<file path="config.mk">
export PLATFORM = sky130hd
export DESIGN_NAME = vc_fifo_bank
export DESIGN_NICKNAME = d
export VERILOG_FILES = /design/src/rtl/vc_fifo_pkg.sv /design/src/rtl/vc_fifo_channel.sv /design/src/rtl/vc_fifo_bank.sv
export SDC_FILE = /design/constraint.sdc
export NUM_CORES = 1
export LEC_CHECK = 0
export CELL_PAD_IN_SITES_DETAIL_PLACEMENT = 1
export CELL_PAD_IN_SITES_GLOBAL_PLACEMENT = 1
export CORE_MARGIN = 1
export CORE_UTILIZATION = 40
export DETAILED_ROUTE_END_ITERATION = 8
export DONT_BUFFER_PORTS = 1
export HOLD_SLACK_MARGIN = 0.15
export PLACE_DENSITY = 0.63
export REMOVE_ABC_BUFFERS = 1
export SETUP_SLACK_MARGIN = 0.2
export SLEW_MARGIN = 40
export SYNTH_ARGS = -nofsm -noshare
export SYNTH_HDL_FRONTEND = slang
export SYNTH_SLANG_ARGS = --single-unit
</file>
<file path="constraint.sdc">
create_clock -name clk -period 2.9 [get_ports clk]
set_input_delay 0.58 -clock clk [delete_from_list [all_inputs] [get_ports clk]]
set_output_delay 0.58 -clock clk [all_outputs]
set_load 0.01 [all_outputs]
</file>
<file path="src/rtl/vc_fifo_pkg.sv">
// Shared types and helpers for the virtual-channel FIFO bank.
package vc_fifo_pkg;

    // Width of a VC index; a single-channel bank still carries a 1-bit index.
    function automatic int vc_width(input int num_vc);
        return (num_vc > 1) ? $clog2(num_vc) : 1;
    endfunction

    // Entries per VC for a given pointer width.
    function automatic int fifo_depth(input int address_width);
        return 1 << address_width;
    endfunction

    // Status of one virtual channel as seen by the arbiter.
    typedef struct packed {
        logic full;
        logic empty;
        logic afull;
        logic aempty;
        logic err;
    } vc_status_t;

endpackage

</file>
<file path="src/rtl/vc_fifo_channel.sv">
// One virtual-channel FIFO: storage, pointers, occupancy count, flags and
// sticky error. Optional DROP_CNT_EN adds a saturating dropped-write counter.
module vc_fifo_channel
    import vc_fifo_pkg::*;
#(
    parameter int DATA_WIDTH    = 6,
    parameter int ADDRESS_WIDTH = 4
) (
    input  logic                   clk,
    input  logic                   reset,
    input  logic                   wr_req_i,
    input  logic [DATA_WIDTH-1:0]  wr_data_i,
    input  logic                   rd_req_i,
    input  logic [ADDRESS_WIDTH:0] af_thresh_i,
    input  logic [ADDRESS_WIDTH:0] ae_thresh_i,
    input  logic                   err_clear_i,
    output logic                   rd_ok_o,
    output logic [DATA_WIDTH-1:0]  head_data_o,
`ifdef DROP_CNT_EN
    output logic [7:0]             drop_cnt_o,
`endif
    output vc_status_t             status_o
);

    localparam int                     DEPTH     = fifo_depth(ADDRESS_WIDTH);
    localparam logic [ADDRESS_WIDTH:0] DEPTH_CNT = (ADDRESS_WIDTH+1)'(DEPTH);

    logic [DATA_WIDTH-1:0]    mem_q [DEPTH];
    logic [ADDRESS_WIDTH-1:0] wr_ptr_q, wr_ptr_d;
    logic [ADDRESS_WIDTH-1:0] rd_ptr_q, rd_ptr_d;
    logic [ADDRESS_WIDTH:0]   cnt_q, cnt_d;
    logic                     err_q, err_d;

    logic full, empty;
    logic wr_ok, wr_drop, rd_ok, rd_under;

    // Flags come straight from the registered count, so a write becomes
    // visible (and readable) only after the edge that stores it.
    assign full  = (cnt_q == DEPTH_CNT);
    assign empty = (cnt_q == '0);

    // A full channel drops the write even if it is being read this cycle.
    assign wr_ok    = wr_req_i && !full;
    assign wr_drop  = wr_req_i && full;
    assign rd_ok    = rd_req_i && !empty;
    assign rd_under = rd_req_i && empty;

    assign rd_ok_o     = rd_ok;
    assign head_data_o = mem_q[rd_ptr_q];

    assign status_o = '{
        full:   full,
        empty:  empty,
        afull:  (cnt_q >= af_thresh_i),
        aempty: (cnt_q <= ae_thresh_i),
        err:    err_q
    };

    // Next-state for pointers, occupancy and the sticky error.
    always_comb begin
        // NOTE: every output gets a default first so no path infers a latch.
        wr_ptr_d = wr_ptr_q;
        rd_ptr_d = rd_ptr_q;
        cnt_d    = cnt_q;
        err_d    = err_q;
        if (wr_ok) wr_ptr_d = wr_ptr_q + 1'b1;
        if (rd_ok) rd_ptr_d = rd_ptr_q + 1'b1;
        case ({wr_ok, rd_ok})
            2'b10:   cnt_d = cnt_q + 1'b1;
            2'b01:   cnt_d = cnt_q - 1'b1;
            default: cnt_d = cnt_q;
        endcase
        // Clear first so a same-cycle overflow/underflow wins.
        if (err_clear_i)         err_d = 1'b0;
        if (wr_drop || rd_under) err_d = 1'b1;
    end

    // Control state register with synchronous reset.
    always_ff @(posedge clk) begin
        // NOTE: sequential state uses non-blocking assignments so every
        // register samples pre-edge values regardless of statement order.
        if (reset) begin
            wr_ptr_q <= '0;
            rd_ptr_q <= '0;
            cnt_q    <= '0;
            err_q    <= 1'b0;
        end else begin
            wr_ptr_q <= wr_ptr_d;
            rd_ptr_q <= rd_ptr_d;
            cnt_q    <= cnt_d;
            err_q    <= err_d;
        end
    end

    // Entry storage; stale contents are unreachable once pointers reset.
    always_ff @(posedge clk) begin
        // NOTE: the memory has no reset so it can map onto plain RAM.
        if (wr_ok) mem_q[wr_ptr_q] <= wr_data_i;
    end

`ifdef DROP_CNT_EN
    logic [7:0] drop_q, drop_d;

    // Saturating count of dropped writes; err_clear restarts it.
    always_comb begin
        drop_d = drop_q;
        if (err_clear_i) drop_d = '0;
        if (wr_drop && (drop_d != 8'hFF)) drop_d = drop_d + 8'd1;
    end

    // Dropped-write counter register.
    always_ff @(posedge clk) begin
        if (reset) drop_q <= '0;
        else       drop_q <= drop_d;
    end

    assign drop_cnt_o = drop_q;
`endif

endmodule

</file>
<file path="src/rtl/vc_fifo_bank.sv">
// Bank of NUM_VC virtual-channel FIFOs behind one shared write port and one
// shared read port. Define DROP_CNT_EN to add per-VC dropped-write counters
// on the drop_cnt output.
module vc_fifo_bank
    import vc_fifo_pkg::*;
#(
    parameter int  NUM_VC        = 2,
    parameter int  DATA_WIDTH    = 6,
    parameter int  ADDRESS_WIDTH = 4,
    localparam int VC_W          = vc_width(NUM_VC)
) (
    input  logic                   clk,
    input  logic                   reset,
    input  logic                   wr_enable,
    input  logic [VC_W-1:0]        wr_vc,
    input  logic [DATA_WIDTH-1:0]  data_in,
    input  logic                   rd_enable,
    input  logic [VC_W-1:0]        rd_vc,
    input  logic [ADDRESS_WIDTH:0] af_thresh,
    input  logic [ADDRESS_WIDTH:0] ae_thresh,
    input  logic                   err_clear,
    output logic [DATA_WIDTH-1:0]  data_out,
    output logic                   data_out_valid,
    output logic [NUM_VC-1:0]      full_fifo,
    output logic [NUM_VC-1:0]      empty_fifo,
    output logic [NUM_VC-1:0]      almost_full,
    output logic [NUM_VC-1:0]      almost_empty,
`ifdef DROP_CNT_EN
    output logic [NUM_VC*8-1:0]    drop_cnt,
`endif
    output logic [NUM_VC-1:0]      error
);

    logic [NUM_VC-1:0]     wr_req;
    logic [NUM_VC-1:0]     rd_req;
    logic [NUM_VC-1:0]     rd_ok;
    logic [DATA_WIDTH-1:0] head_data [NUM_VC];
    vc_status_t            status    [NUM_VC];

    logic [DATA_WIDTH-1:0] data_out_q, data_out_d;
    logic                  valid_q;

    // Address decode: an index >= NUM_VC matches no channel, so such a
    // request is ignored with no state change and no error.
    for (genvar g = 0; g < NUM_VC; g++) begin : g_vc
        assign wr_req[g] = wr_enable && (wr_vc == VC_W'(g));
        assign rd_req[g] = rd_enable && (rd_vc == VC_W'(g));

        vc_fifo_channel #(
            .DATA_WIDTH    (DATA_WIDTH),
            .ADDRESS_WIDTH (ADDRESS_WIDTH)
        ) u_chan (
            .clk         (clk),
            .reset       (reset),
            .wr_req_i    (wr_req[g]),
            .wr_data_i   (data_in),
            .rd_req_i    (rd_req[g]),
            .af_thresh_i (af_thresh),
            .ae_thresh_i (ae_thresh),
            .err_clear_i (err_clear),
            .rd_ok_o     (rd_ok[g]),
            .head_data_o (head_data[g]),
`ifdef DROP_CNT_EN
            .drop_cnt_o  (drop_cnt[g*8 +: 8]),
`endif
            .status_o    (status[g])
        );

        assign full_fifo[g]    = status[g].full;
        assign empty_fifo[g]   = status[g].empty;
        assign almost_full[g]  = status[g].afull;
        assign almost_empty[g] = status[g].aempty;
        assign error[g]        = status[g].err;
    end

    // Select the head entry of the channel whose read is accepted; at most
    // one rd_ok bit is set, otherwise data_out keeps its value.
    always_comb begin
        data_out_d = data_out_q;
        for (int i = 0; i < NUM_VC; i++) begin
            if (rd_ok[i]) data_out_d = head_data[i];
        end
    end

    // Registered read data and its one-cycle valid strobe.
    always_ff @(posedge clk) begin
        if (reset) begin
            data_out_q <= '0;
            valid_q    <= 1'b0;
        end else begin
            data_out_q <= data_out_d;
            valid_q    <= |rd_ok;
        end
    end

    assign data_out       = data_out_q;
    assign data_out_valid = valid_q;

endmodule

</file>
After elaboration in Yosys (flattened, before gate mapping)
Memories as Yosys holds them, arrays and structs flattened. A register that Yosys moved wholly into a read port is not among the register bits.
Index checks and enable logic that the tools add are counted.
{"block": "totals", "reg_bits": 35, "ram_bits": 192, "input_bits": 23, "out_inout_bits": 17, "word_cells": 73, "memories": 2}
{"block": "classes", "add_sub_neg": 8, "n_lt_le_gt_ge": 4, "eq_ne": 6, "mux": 15, "bitwise": 2, "n_reduce_logical": 26}
{"name": "g_vc[0].u_chan.mem_q", "depth": 16, "width": 6, "read_ports": 1, "rd_clocked_by_memory_dff": 1, "write_ports": 1, "line_no": "vc_fifo_channel.sv:28", "rtl": "logic [DATA_WIDTH-1:0] mem_q [DEPTH];"}
{"name": "g_vc[1].u_chan.mem_q", "depth": 16, "width": 6, "read_ports": 1, "rd_clocked_by_memory_dff": 1, "write_ports": 1, "line_no": "vc_fifo_channel.sv:28"}
{"operator": "case mux 5 bit (2 select lines)", "n": 2}
{"operator": "adder 4 x 1 -> 4 bit (second input constant)", "n": 4}
{"operator": "two-way mux 4 bit", "n": 4}
{"operator": "logical AND 1 bit", "n": 12}
{"operator": "two-way mux 6 bit", "n": 2}
{"operator": "adder 5 x 1 -> 5 bit (second input constant)", "n": 2}
{"operator": "equality test 5 bit (second input constant)", "n": 2}
{"operator": ">= comparator 5 bit", "n": 2}
{"operator": "<= comparator 5 bit", "n": 2}
{"operator": "logical NOT 5 bit", "n": 2}
{"operator": "nonzero test 2 bit", "n": 5}
{"operator": "subtractor 5 x 1 -> 5 bit (second input constant)", "n": 2}
{"operator": "two-way mux 1 bit", "n": 7}
{"operator": "equality test 2 x 1 -> 1 bit (second input constant)", "n": 2}
{"operator": "equality test 2 bit (second input constant)", "n": 2}
{"operator": "logical NOT 1 bit", "n": 4}
{"operator": "logical OR 1 bit", "n": 2}
{"operator": "inverter 1 bit", "n": 2}
{"operator": "OR reduction 2 bit", "n": 1}

Longest topological paths before layout
Gate-level depths: netlist of run 1.
{"block": "logic_depth", "word_depth": 5, "ltp_mapped": 13, "ltp_nobuf": 11}

Hierarchy
Synthesis of run 1 repeated with hierarchy kept, for this count alone.
{"block": "hier_totals", "cells_unflattened": 633, "area_unflattened_um2": 10314.9}
{"module": "vc_fifo_channel (g_vc[0].u_chan)", "n_inst": 1, "cells_per_inst": 300, "area_per_inst_um2": 4993.5, "seq_area_each_um2": 3243.1}
{"module": "vc_fifo_channel (g_vc[1].u_chan)", "n_inst": 1, "cells_per_inst": 300, "area_per_inst_um2": 4991.0, "seq_area_each_um2": 3243.1}
{"module": "vc_fifo_bank", "n_inst": 1, "cells_per_inst": 33, "area_per_inst_um2": 330.3, "seq_area_each_um2": 140.1}

Least setup slack after synthesis of run 1
No wires, ideal clock.
{"block": "synth_path", "kind": "flip-flop to flip-flop", "from": "reg g_vc[1].u_chan.cnt_q[2]", "to": "reg g_vc[1].u_chan.cnt_q[4]", "setup_ns": 0.122, "arrival_ns": 2.716, "required_time_ns": 2.778, "path_slack_ns": 0.063, "path_stages_with_launch": 14, "path_buffers": 3, "synth_period_minus_slack_ns": 2.837, "path_cell_list": "dfxtp_1 > buf_2 > nor4_2 > a21oi_1 > buf_6 > ha_1 > clkbuf_1 > xor2_1 > ha_1 > a21oi_1 > o22ai_1 > a222oi_1 > or3_1 > a21oi_1"}
{"block": "synth_between", "elab_chain_cells": 5, "elab_cells_between_ends": 12, "classes_between": "add/sub (2); eq/ne (3); mux (1); reduce/logical (6)"}
{"element": "start, declared", "line_no": "vc_fifo_channel.sv:31", "rtl": "logic [ADDRESS_WIDTH:0] cnt_q, cnt_d;"}
{"element": "start signal, assigned", "line_no": "vc_fifo_channel.sv:90", "rtl": "cnt_q <= cnt_d;"}
{"element": "equality test 5 bit or logical NOT 5 bit (tied branches)", "line_no": "vc_fifo_channel.sv:39, vc_fifo_channel.sv:40"}
{"element": "logical NOT 1 bit (on tied branches)", "line_no": "vc_fifo_channel.sv:43, vc_fifo_channel.sv:45"}
{"element": "logical AND 1 bit (on tied branches)", "line_no": "vc_fifo_channel.sv:43, vc_fifo_channel.sv:45"}
{"element": "equality test 2 x 1 -> 1 bit or equality test 2 bit (tied branches)", "line_no": "vc_fifo_channel.sv:68", "rtl": "case ({wr_ok, rd_ok})"}
{"element": "case mux 5 bit (2 select lines) or nonzero test 2 bit (tied branches)"}
Several ways; a longest one is shown, not always the timed one.
A chain may end at the register's enable or synchronous reset.

Worst setup path in the final report of run 1
{"block": "layout_path", "from": "reg g_vc[0].u_chan.cnt_q[1]", "to": "out almost_empty[0]"}
{"block": "layout_between", "elab_chain_cells": 1}
{"element": "start, declared", "line_no": "vc_fifo_channel.sv:31"}
{"element": "start signal, assigned", "line_no": "vc_fifo_channel.sv:90"}
{"element": "<= comparator 5 bit", "line_no": "vc_fifo_channel.sv:55", "rtl": "aempty: (cnt_q <= ae_thresh_i),"}
{"element": "end, declared", "line_no": "vc_fifo_bank.sv:27", "rtl": "output logic [NUM_VC-1:0] almost_empty,"}
Every way passes these cells.

==> reports/summary.txt, run 1 <==
Status - completed
Worst Slack Setup Final - 0.249 ns
Syn Area/Cell - 16.2 µm²
FF-to-FF path depth - 10
P&R area growth vs syn - 15.4%
GRT overflow - 0
Pre-CTS WS - 0.0949 ns
Iteration-0 DRC count of the detailed router - 339
PwrDens - 641 nW/µm²
Syn Inst Count - 624
Cell Rows - 57
Hold Fails Final Rpt - 0
Routed wire per std cell - 23.5 µm
Commonest cells after routing, fill and taps aside - edfxtp_1 (192), nor2_1 (42), mux4_2 (40), dfxtp_1 (39), buf_4 (35)
Yosys top cell area share - 0.570
Initial antenna violation count - 2
Clock skew - 0.00976 ns
Die area - 25,900 µm²
Total Routing Usage GR - 0.188
Achievable Freq - 0.377 GHz
Vias - 5,459
Startpoint class of the critical path - flop
Fin crit period - 2.65 ns
Worst Path Required - 2.32 ns
HP Class - input pin to flop
Inst Count DP - 943
First-pass GRT wire length - 36,300 µm
CP Class - flop to output port
Clock sinks - 235
Setup violators final - 0
Synth area leader - edfxtp_1
RSZ-0062 raised after global routing - yes
Longest Clk Path Bufs - 3
Share of flip-flops with an asynchronous set or reset - 0
Max-slew headroom - 0.530
Clk_lat worst skew - 0.52 ns
Core Util, Final - 0.476
Post-synth EDFFs - 192
Layout cell share with drive strength beyond 1 - 0.210
Yosys warning count - 0
PortBufs - 0
Primary FF master, synth - edfxtp_1
Worst vdd ir - 0.566 mV
Yosys cell types - 49
Core area - 24,500 µm²
Vias per cell - 5.37
IO Pins - 40
Period utilisation layout - 0.914
Max-Cap Viols - 0
Final nets - 733
Synth Register Bits - 235
Arr. time, crit path - 2.07 ns
Worst hold margin - 0.169 ns
DRT Wirelength - 23,900 µm
Synth area leaders - edfxtp_1 (57%), mux4_2 (8.9%), dfxtp_1 (8.5%), ha_1 (4.6%), mux2i_1 (2.8%)
Width of the die - 161 µm
Largest net degree at the start of global routing - 34
Root Driver - clkbuf_16
CTS tree - yes
Worst Hold Depth - 1
Post-Syn Area - 10,100 µm²
Critical Path End Type - output port
Routability congestion estimate - 0.768
H-Tree Depth - 1
ANT nets after route - 0
Slew @ Worst Pin - 0.704 ns
Num CTS Buffers - 25
Layout fillers - 2,355
Drt first pass iters - 4
Vias in the first global route - 5,843
Final non-filler cell total - 1,016
Final Power - 7.48 mW
Fraction of the yosys area taken by sequential cells - 0.655
DIE HEIGHT - 161 µm
Commonest non-fill, non-tap cell in the layout - edfxtp_1
Worst-path maximum fanout - 9
Drt drc - 0
Leakage - 3.92 nW
CTS clk-pin slew, worst paths - 0.07 ns
Max-slew violations - 0
Detailed Place HPWL - 14,500 µm
Initial Util - 0.412
## worst paths after layout
| path | from | endpoint | slack (ns) |
|---|---|---|---|
| worst max-delay path | g_vc[0].u_chan.cnt_q[1]$_SDFFE_PP0P_ | almost_empty[0] | 0.25 |
| worst min-delay path | reset | g_vc[0].u_chan.rd_ptr_q[1]$_SDFFE_PP0P_ | 0.17 |
| worst min register to register | g_vc[0].u_chan.err_q$_SDFFE_PP0P_ | g_vc[0].u_chan.err_q$_SDFFE_PP0P_ | 0.53 |
| worst max register to register | g_vc[0].u_chan.cnt_q[1]$_SDFFE_PP0P_ | g_vc[0].u_chan.cnt_q[3]$_SDFFE_PP0P_ | 0.42 |
## sequential cells by signal (all words and copies together), names as in the netlist, named ones only
register and cells:
g_vc.u_chan.cnt_q 10, g_vc.u_chan.mem_q 192, data_out 6, data_out_valid 1, g_vc.u_chan.wr_ptr_q 8, g_vc.u_chan.rd_ptr_q 8
g_vc.u_chan.err_q 2
## metrics by stage
step	cell area (µm²)	TNS, ns
2_1_floorplan	9860	-0.285
3_3_place_gp	10500	0
3_5_place_dp	10500	0
4_1_cts	11500	0
5_1_grt	11700	0
6_report	11700	0
## layer usage
layer  vias to the layer above  track usage  share of wire
met5                         -            0              0
met4                         0       0.0382          0.015
met3                        24       0.0406          0.072
met2                       113        0.319           0.49
met1                      2820        0.248           0.42
li1                       2502            -              -
## cells by family (layout without fill, tap and decap cells)
logic type,Yosys count,in the layout,synth area share
compound gates,69,69,0.0459
xor+xnor,19,19,0.0164
fa+ha+maj,37,37,0.0457
buf+inv,63,129,0.0350
flops,235,235,0.655
mux,82,82,0.144
other cells,0,2,0
simple gates,119,119,0.0580
## cell usage after synthesis (9+ instances only)
library cell / count
a21o_1: 9
a21oi_1: 22
buf_4: 9
clkbuf_1: 10
dfxtp_1: 43
edfxtp_1: 192
ha_1: 37
inv_1: 26
mux2i_1: 28
mux4_2: 40
nand2_1: 22
nand2b_1: 9
nor2_1: 42
nor3_1: 14
xor2_1: 13
## where the power goes
group	leakage, nW	switching, mW	total [mW]	internal (mW)
Combinational	1.46	0.347	0.638	0.291
Clock	0.382	1.31	3.08	1.77
Sequential	2.08	0.0652	3.77	3.70
Total	3.92	1.72	7.48	5.76
## final cells by class
cell class | instances | area [µm²] | area share
Antenna cell | 2 | 5.00 | 0.000429
Clock buffer | 30 | 644 | 0.0552
Clock inverter | 14 | 135 | 0.0116
Inverter | 26 | 103 | 0.00879
Multi-Input combinational cell | 326 | 3230 | 0.277
Sequential cell | 235 | 6640 | 0.569
Tap cell | 324 | 405 | 0.0347
Timing Repair Buffer | 59 | 514 | 0.0440
## timing repair
action | CTS | global route
hold buffers | 15 | 7
endpoints found under the setup margin | 5 | 7
pin swaps | 3 | 7
buffers inserted | 0 | 5
resized for setup | 11 | 15
hold endpoints to repair | 137 | 36
## critical path, stage by stage, from the launching register on
cell and delay, ns:
dfxtp_4 0.36, buf_8 0.14, ha_4 0.21, nor2b_1 0.13, o21a_1 0.16, o21a_1 0.17, o21a_1 0.19, o22ai_2 0.19
(Power assumes the default switching activity.)
==> inputs of run 2 (changes only) <==
CORE_MARGIN = default   (was 1)
==> results of run 2 <==
Final layout, timing and power as in run 1 (identical DEF).
==> RTL edit 1 (config.mk and constraints of run 1) <==
Register the input `ae_thresh` before use, without a reset. The logic sees it one clock later. The other inputs are not delayed to match.
--- a/src/rtl/vc_fifo_bank.sv
+++ b/src/rtl/vc_fifo_bank.sv
@@ -31,6 +31,12 @@
     output logic [NUM_VC-1:0]      error
 );
 
+    logic [ADDRESS_WIDTH:0] ae_thresh_q;
+
+    always_ff @(posedge clk) begin
+        ae_thresh_q <= ae_thresh;
+    end
+
     logic [NUM_VC-1:0]     wr_req;
     logic [NUM_VC-1:0]     rd_req;
     logic [NUM_VC-1:0]     rd_ok;
@@ -56,7 +62,7 @@
             .wr_data_i   (data_in),
             .rd_req_i    (rd_req[g]),
             .af_thresh_i (af_thresh),
-            .ae_thresh_i (ae_thresh),
+            .ae_thresh_i (ae_thresh_q),
             .err_clear_i (err_clear),
             .rd_ok_o     (rd_ok[g]),
             .head_data_o (head_data[g]),
Formal check against the unedited RTL: not equivalent (a bounded check fails within 4 cycles, from zero or initial values and one cycle with reset high).
==> RTL edit 1 against run 1 <==
Sequential share of layout area increased by 0.31 points; global-route usage decreased by 0.79 points; core utilization decreased by 0.64 points; via count decreased by 1.5%; wire length decreased by 3.7%; final area increased by 0.98%; synthesized area increased by 1.0%; power increased by 1.1%; sequential cell count increased by 5; critical endpoint unchanged; cell count increased by 0.89%; worst setup slack improved by 0.038 ns; largest cell class unchanged.
==> RTL edit 1: results (changes against run 1) <==
endpoint: "almost_empty[0]"
antenna_found_initial: 0  # -2
worst_pin_slew_ns: 0.756  # +0.0525 ns
syn_inst: 631  # +1.1%
regToRegSetupSlack_ns: 0.41
viasPerCell: 5.25  # -2.4%
cts_buffer_depth: 3  # unchanged
numCtsBuffers: 26  # +4.0%
arrival_ns: 2.03  # -0.04 ns
synth-async-reset-ratio_pct: 0  # unchanged
top_regs: "g_vc.u_chan.mem_q: 192 flops, g_vc.u_chan.cnt_q: 10 flops"
synthTopCellsByCount: "edfxtp_1, dfxtp_1, nor2_1, mux4_2, ha_1"
hold_ws_ns: 0.190  # +0.0210 ns
antenna_cells: 0  # -2
holdPathStages: 1  # unchanged
cts.clk_slew.worst_paths_ns: 0.06
ys_warn_count: 0  # unchanged
outcome: "finished clean"
yosys-top-cells-area: "edfxtp_1, dfxtp_1, mux4_2, ha_1, mux2i_1"
drtPass1Iterations: 4  # unchanged
gp_congestion: 0.794  # +3.4%
vias: 5377  # -1.5%
ir_drop_mv: 0.504  # -11%
fin_skew_ns: 0.0218  # +0.0120 ns
wirelength_um: 23000  # -3.7%
nets: 735  # +0.27%
reg2reg_to: "g_vc[0].u_chan.cnt_q[4]"
grt_pass1_vias: 5928  # +1.5%
preCtsSetupSlack_ns: 0.0788  # -0.0161 ns
clk_latency_ns: 0.52  # about the same
ys.flop_type: "edfxtp_1"
hold_path_startpoint: "reset"
timing.critical_path.slowest_stage_cell: "dfxtp_4"
htree_levels: 1  # unchanged
period_share_pct: 90.1  # -1.3 points
grt.total_usage_pct: 18.0  # -0.79 points
io_buffers: 0  # unchanged
placedCellCount: 951  # +0.85%
yosysSeqAreaShare_pct: 65.8  # +0.31 points
dpl.hpwl_um: 14400  # -0.88%
drive_above_1_share_pct: 20.6  # -0.44 points
leakagePower_nw: 3.96  # +0.96%
timing.rr.start: "g_vc[0].u_chan.cnt_q[1]"
r2r_cells: 11  # +1
grt_pass1_wl_um: 35100  # -3.2%
clock_tree.root_cell: "clkbuf_16"
max_stage_delay_ns: 0.36  # about the same
path_max_fanout: 3  # -6
ys_types: 49  # unchanged
drtIter0Drc: 336  # -0.88%
synth_edf_count: 192  # unchanged
grt_start_max_net_pins: 37  # +8.8%
hold_class: "in -> reg"
critical_path_class: "reg -> out"
min_to: "data_out_valid"
## RTL edit 1: critical path: cells and delay by family (launching register included)
family	cells	cell delay (ns)
AND/OR/NAND/NOR	1	0.15
flip-flops	1	0.36
AO/OA/AOI/OAI	4	0.67
buffers and inverters	1	0.13
adder cells (fa/ha/maj)	1	0.21
## RTL edit 1: through the flow
stage / area, um^2 / total power, mW
CTS: 11700 / 7.62
finish: 11800 / 7.57
global route: 11800 / 7.84
global placement: 10600 / 4.37
detailed placement: 10600 / 4.39
floorplan: 9960 / 4.24
## RTL edit 1: what timing repair did
| item | in CTS | in global routing |
|---|---|---|
| gates resized for setup | 12 | 17 |
| pin swaps | 2 | 4 |
| hold endpoints to repair | 203 | 1 |
| hold buffers | 18 | 3 |
| buffers inserted | 1 | 4 |
| endpoints found under the setup margin | 5 | 9 |
## RTL edit 1: routing by layer
metal / routed length [um] / up-vias / global-route usage [%]
met5: 0 / - / 0
met4: 572 / 0 / 5.02
met3: 886 / 41 / 3.12
met2: 11400 / 87 / 31.2
met1: 10100 / 2745 / 23.1
li1: - / 2504 / -
## RTL edit 1: cells by family after synthesis
group           after synthesis  synth area share, %
fa+ha+maj                    37                 4.53
simple gates                121                 5.80
flops                       240                 65.8
mux                          82                 14.3
compound gates               69                 4.53
buf+inv                      63                 3.45
xor+xnor                     19                 1.63
## RTL edit 1: cell type report
class	count	area [um^2]
Clock inverter	13	90.1
Sequential cell	240	6740
Clock buffer	35	716
Multi-Input combinational cell	328	3250
Timing Repair Buffer	54	484
Inverter	25	96.3
Fill cell	2452	13300
Tap cell	330	413
## RTL edit 1: where the power goes
group          internal (mW)  switching [mW]
clock                   1.82            1.28
combinational          0.288           0.344
sequential              3.78          0.0618
==> RTL edit 2 (flow settings as in run 1) <==
Without the edit above. The option `DROP_CNT_EN` is turned on by a define.
--- a/src/rtl/vc_fifo_channel.sv
+++ b/src/rtl/vc_fifo_channel.sv
@@ -1,5 +1,7 @@
 // One virtual-channel FIFO: storage, pointers, occupancy count, flags and
 // sticky error. Optional DROP_CNT_EN adds a saturating dropped-write counter.
+`define DROP_CNT_EN
+
 module vc_fifo_channel
     import vc_fifo_pkg::*;
 #(
Formal check against the unedited RTL (old outputs only; new: drop_cnt): equivalent (equiv_simple and equiv_induct, registers matched by name and starting in step).
==> RTL edit 2 against run 1 <==
Power up 9.1%; synthesized area increased by 7.8%; final area grew 8.0%; worst setup slack better by 0.021 ns; clock skew up 0.0042 ns; combinational power up 7.1%; worst hold slack improved by 0.044 ns; wire length increased by 1.4%; via count rose by 9.8%; sequential power up 5.6%; first-iteration DRC count shrank 33%; critical path depth stayed put; sequential cell count rose by 16; largest cell class unchanged; clock power rose by 14%.
==> RTL edit 2: results (changes against run 1) <==
reg2reg_to: "g_vc[1].u_chan.cnt_q[4]"
grt_pass1_wl_um: 37800  # +4.1%
yosysSeqAreaShare_pct: 63.7  # -1.8 points
synth_edf_count: 192  # unchanged
ys.flop_type: "edfxtp_1"
grt_pass1_vias: 6579  # +13%
final_cells: 1111  # +9.4%
timing.critical_path.slowest_stage_cell: "dfxtp_2"
timing.rr.start: "g_vc[1].u_chan.cnt_q[3]"
hold_class: "in -> reg"
numCtsBuffers: 28  # +12%
r2r_cells: 11  # +1
ys_warn_count: 0  # unchanged
hold_ws_ns: 0.213  # +0.0441 ns
met2_length_um: 12200  # +3.3%
path_max_fanout: 7  # -2
cts_buffer_depth: 3  # unchanged
fin_skew_ns: 0.0140  # +0.00420 ns
fin_tns_setup_ns: 0  # unchanged
grt_start_max_net_pins: 46  # +35%
synthTopCellsByCount: "edfxtp_1, dfxtp_1, nor2_1, mux4_2, ha_1"
htree_levels: 1  # unchanged
regToRegSetupSlack_ns: 0.33  # -0.09 ns
drive_above_1_share_pct: 22.5  # +1.5 points
nets: 811  # +11%
leakagePower_nw: 4.21  # +7.4%
wirelength_um: 24200  # +1.4%
placed_area_um2: 11400  # +8.2%
yosys-top-cells-area: "edfxtp_1, dfxtp_1, mux4_2, ha_1, mux2i_1"
clk_latency_ns: 0.54  # +0.02 ns
hold_path_startpoint: "reset"
endpoint: "almost_empty[1]"
crit_start: "g_vc[1].u_chan.cnt_q[1]"
placedCellCount: 1046  # +11%
drtIter0Drc: 228  # -33%
max_slew_margin_pct: 47.1  # -5.9 points
period_minus_slack_ns: 2.63  # -0.0215 ns
regMostFlops: "g_vc.u_chan.mem_q"
drtPass1Iterations: 4  # unchanged
preCtsSetupSlack_ns: 0.0522  # -0.0427 ns
io_buffers: 0  # unchanged
antenna_cells: 0  # -2
outcome: "finished clean"
avgSynthCellArea_um2: 15.2  # -6.3%
route.met3.wl_um: 874  # -49%
grt.total_usage_pct: 17.7  # -1.1 points
min_to: "g_vc[0].u_chan.drop_cnt_o[2]"
ys_types: 55  # +12%
antenna_found_initial: 0  # -2
holdPathStages: 1  # unchanged
dpl.hpwl_um: 16000  # +10%
wl_met1_um: 10700  # +6.3%
viasPerCell: 5.40  # +0.43%
gp_congestion: 0.794  # +3.4%
clock_tree.root_cell: "clkbuf_16"
arrival_ns: 2.05  # -0.02 ns
largest_register_ff_count: 192  # unchanged
ir_drop_mv: 0.326  # -42%
RTL edit 2: cell count changes after synthesis, sizes merged, moves of 4 or more:
cell and delta:
a21oi +4, and2 +17, and4 +4, buf -4
clkbuf +9, dfxtp +16, nand2b -4, nor2 +6
nor2b +7, nor3 -4, nor4 +4, xnor2 +13
RTL edit 2: logic make-up after synthesis:
kind of cell             Yosys count  share of synthesized area [%]
flip-flops                       251                           63.7
AND/OR/NAND/NOR                  164                           8.30
multiplexers                      83                           13.2
AO/OA/AOI/OAI                     79                           4.96
buffers and inverters             70                           2.85
adder cells (fa/ha/maj)           39                           4.47
XOR/XNOR                          32                           2.57
RTL edit 2: critical path, delay by kind of cell (launching register included):
kind | cells | cell delay [ns]
adders and majority gates | 1 | 0.20
DFF | 1 | 0.37
AOI/OAI and AO/OA | 4 | 0.66
buffers and inverters | 1 | 0.16
and+or+nand+nor | 1 | 0.12
RTL edit 2: where the power goes:
group          internal [mW]  switching (mW)  total, mW  leakage, nW
combinational          0.318           0.365      0.683         1.55
sequential              3.92          0.0591       3.98         2.21
clock                   2.11            1.39       3.50        0.454
RTL edit 2: timing repair:
action / in CTS / in global routing
buffers inserted: 1 / 6
hold endpoints to repair: 243 / 0
pin swaps: 4 / 10
endpoints found under the setup margin: 5 / 6
hold buffers: 7 / 0
gates resized for setup: 16 / 9
RTL edit 2: cell type report:
| type | instances | area, um^2 |
|---|---|---|
| well taps | 341 | 427 |
| clock buffers | 39 | 803 |
| repair buffers | 42 | 439 |
| inverters | 29 | 111 |
| multi-input cells | 397 | 3750 |
| clock inverters | 12 | 120 |
| fillers | 2623 | 14300 |
| flip-flops and latches | 251 | 6960 |
RTL edit 2: layer usage:
layer	track usage [%]	vias up
met3	2.79	43
met1	22.7	3078
met4	4.79	0
met5	0	-
met2	31.1	90
li1	-	2784
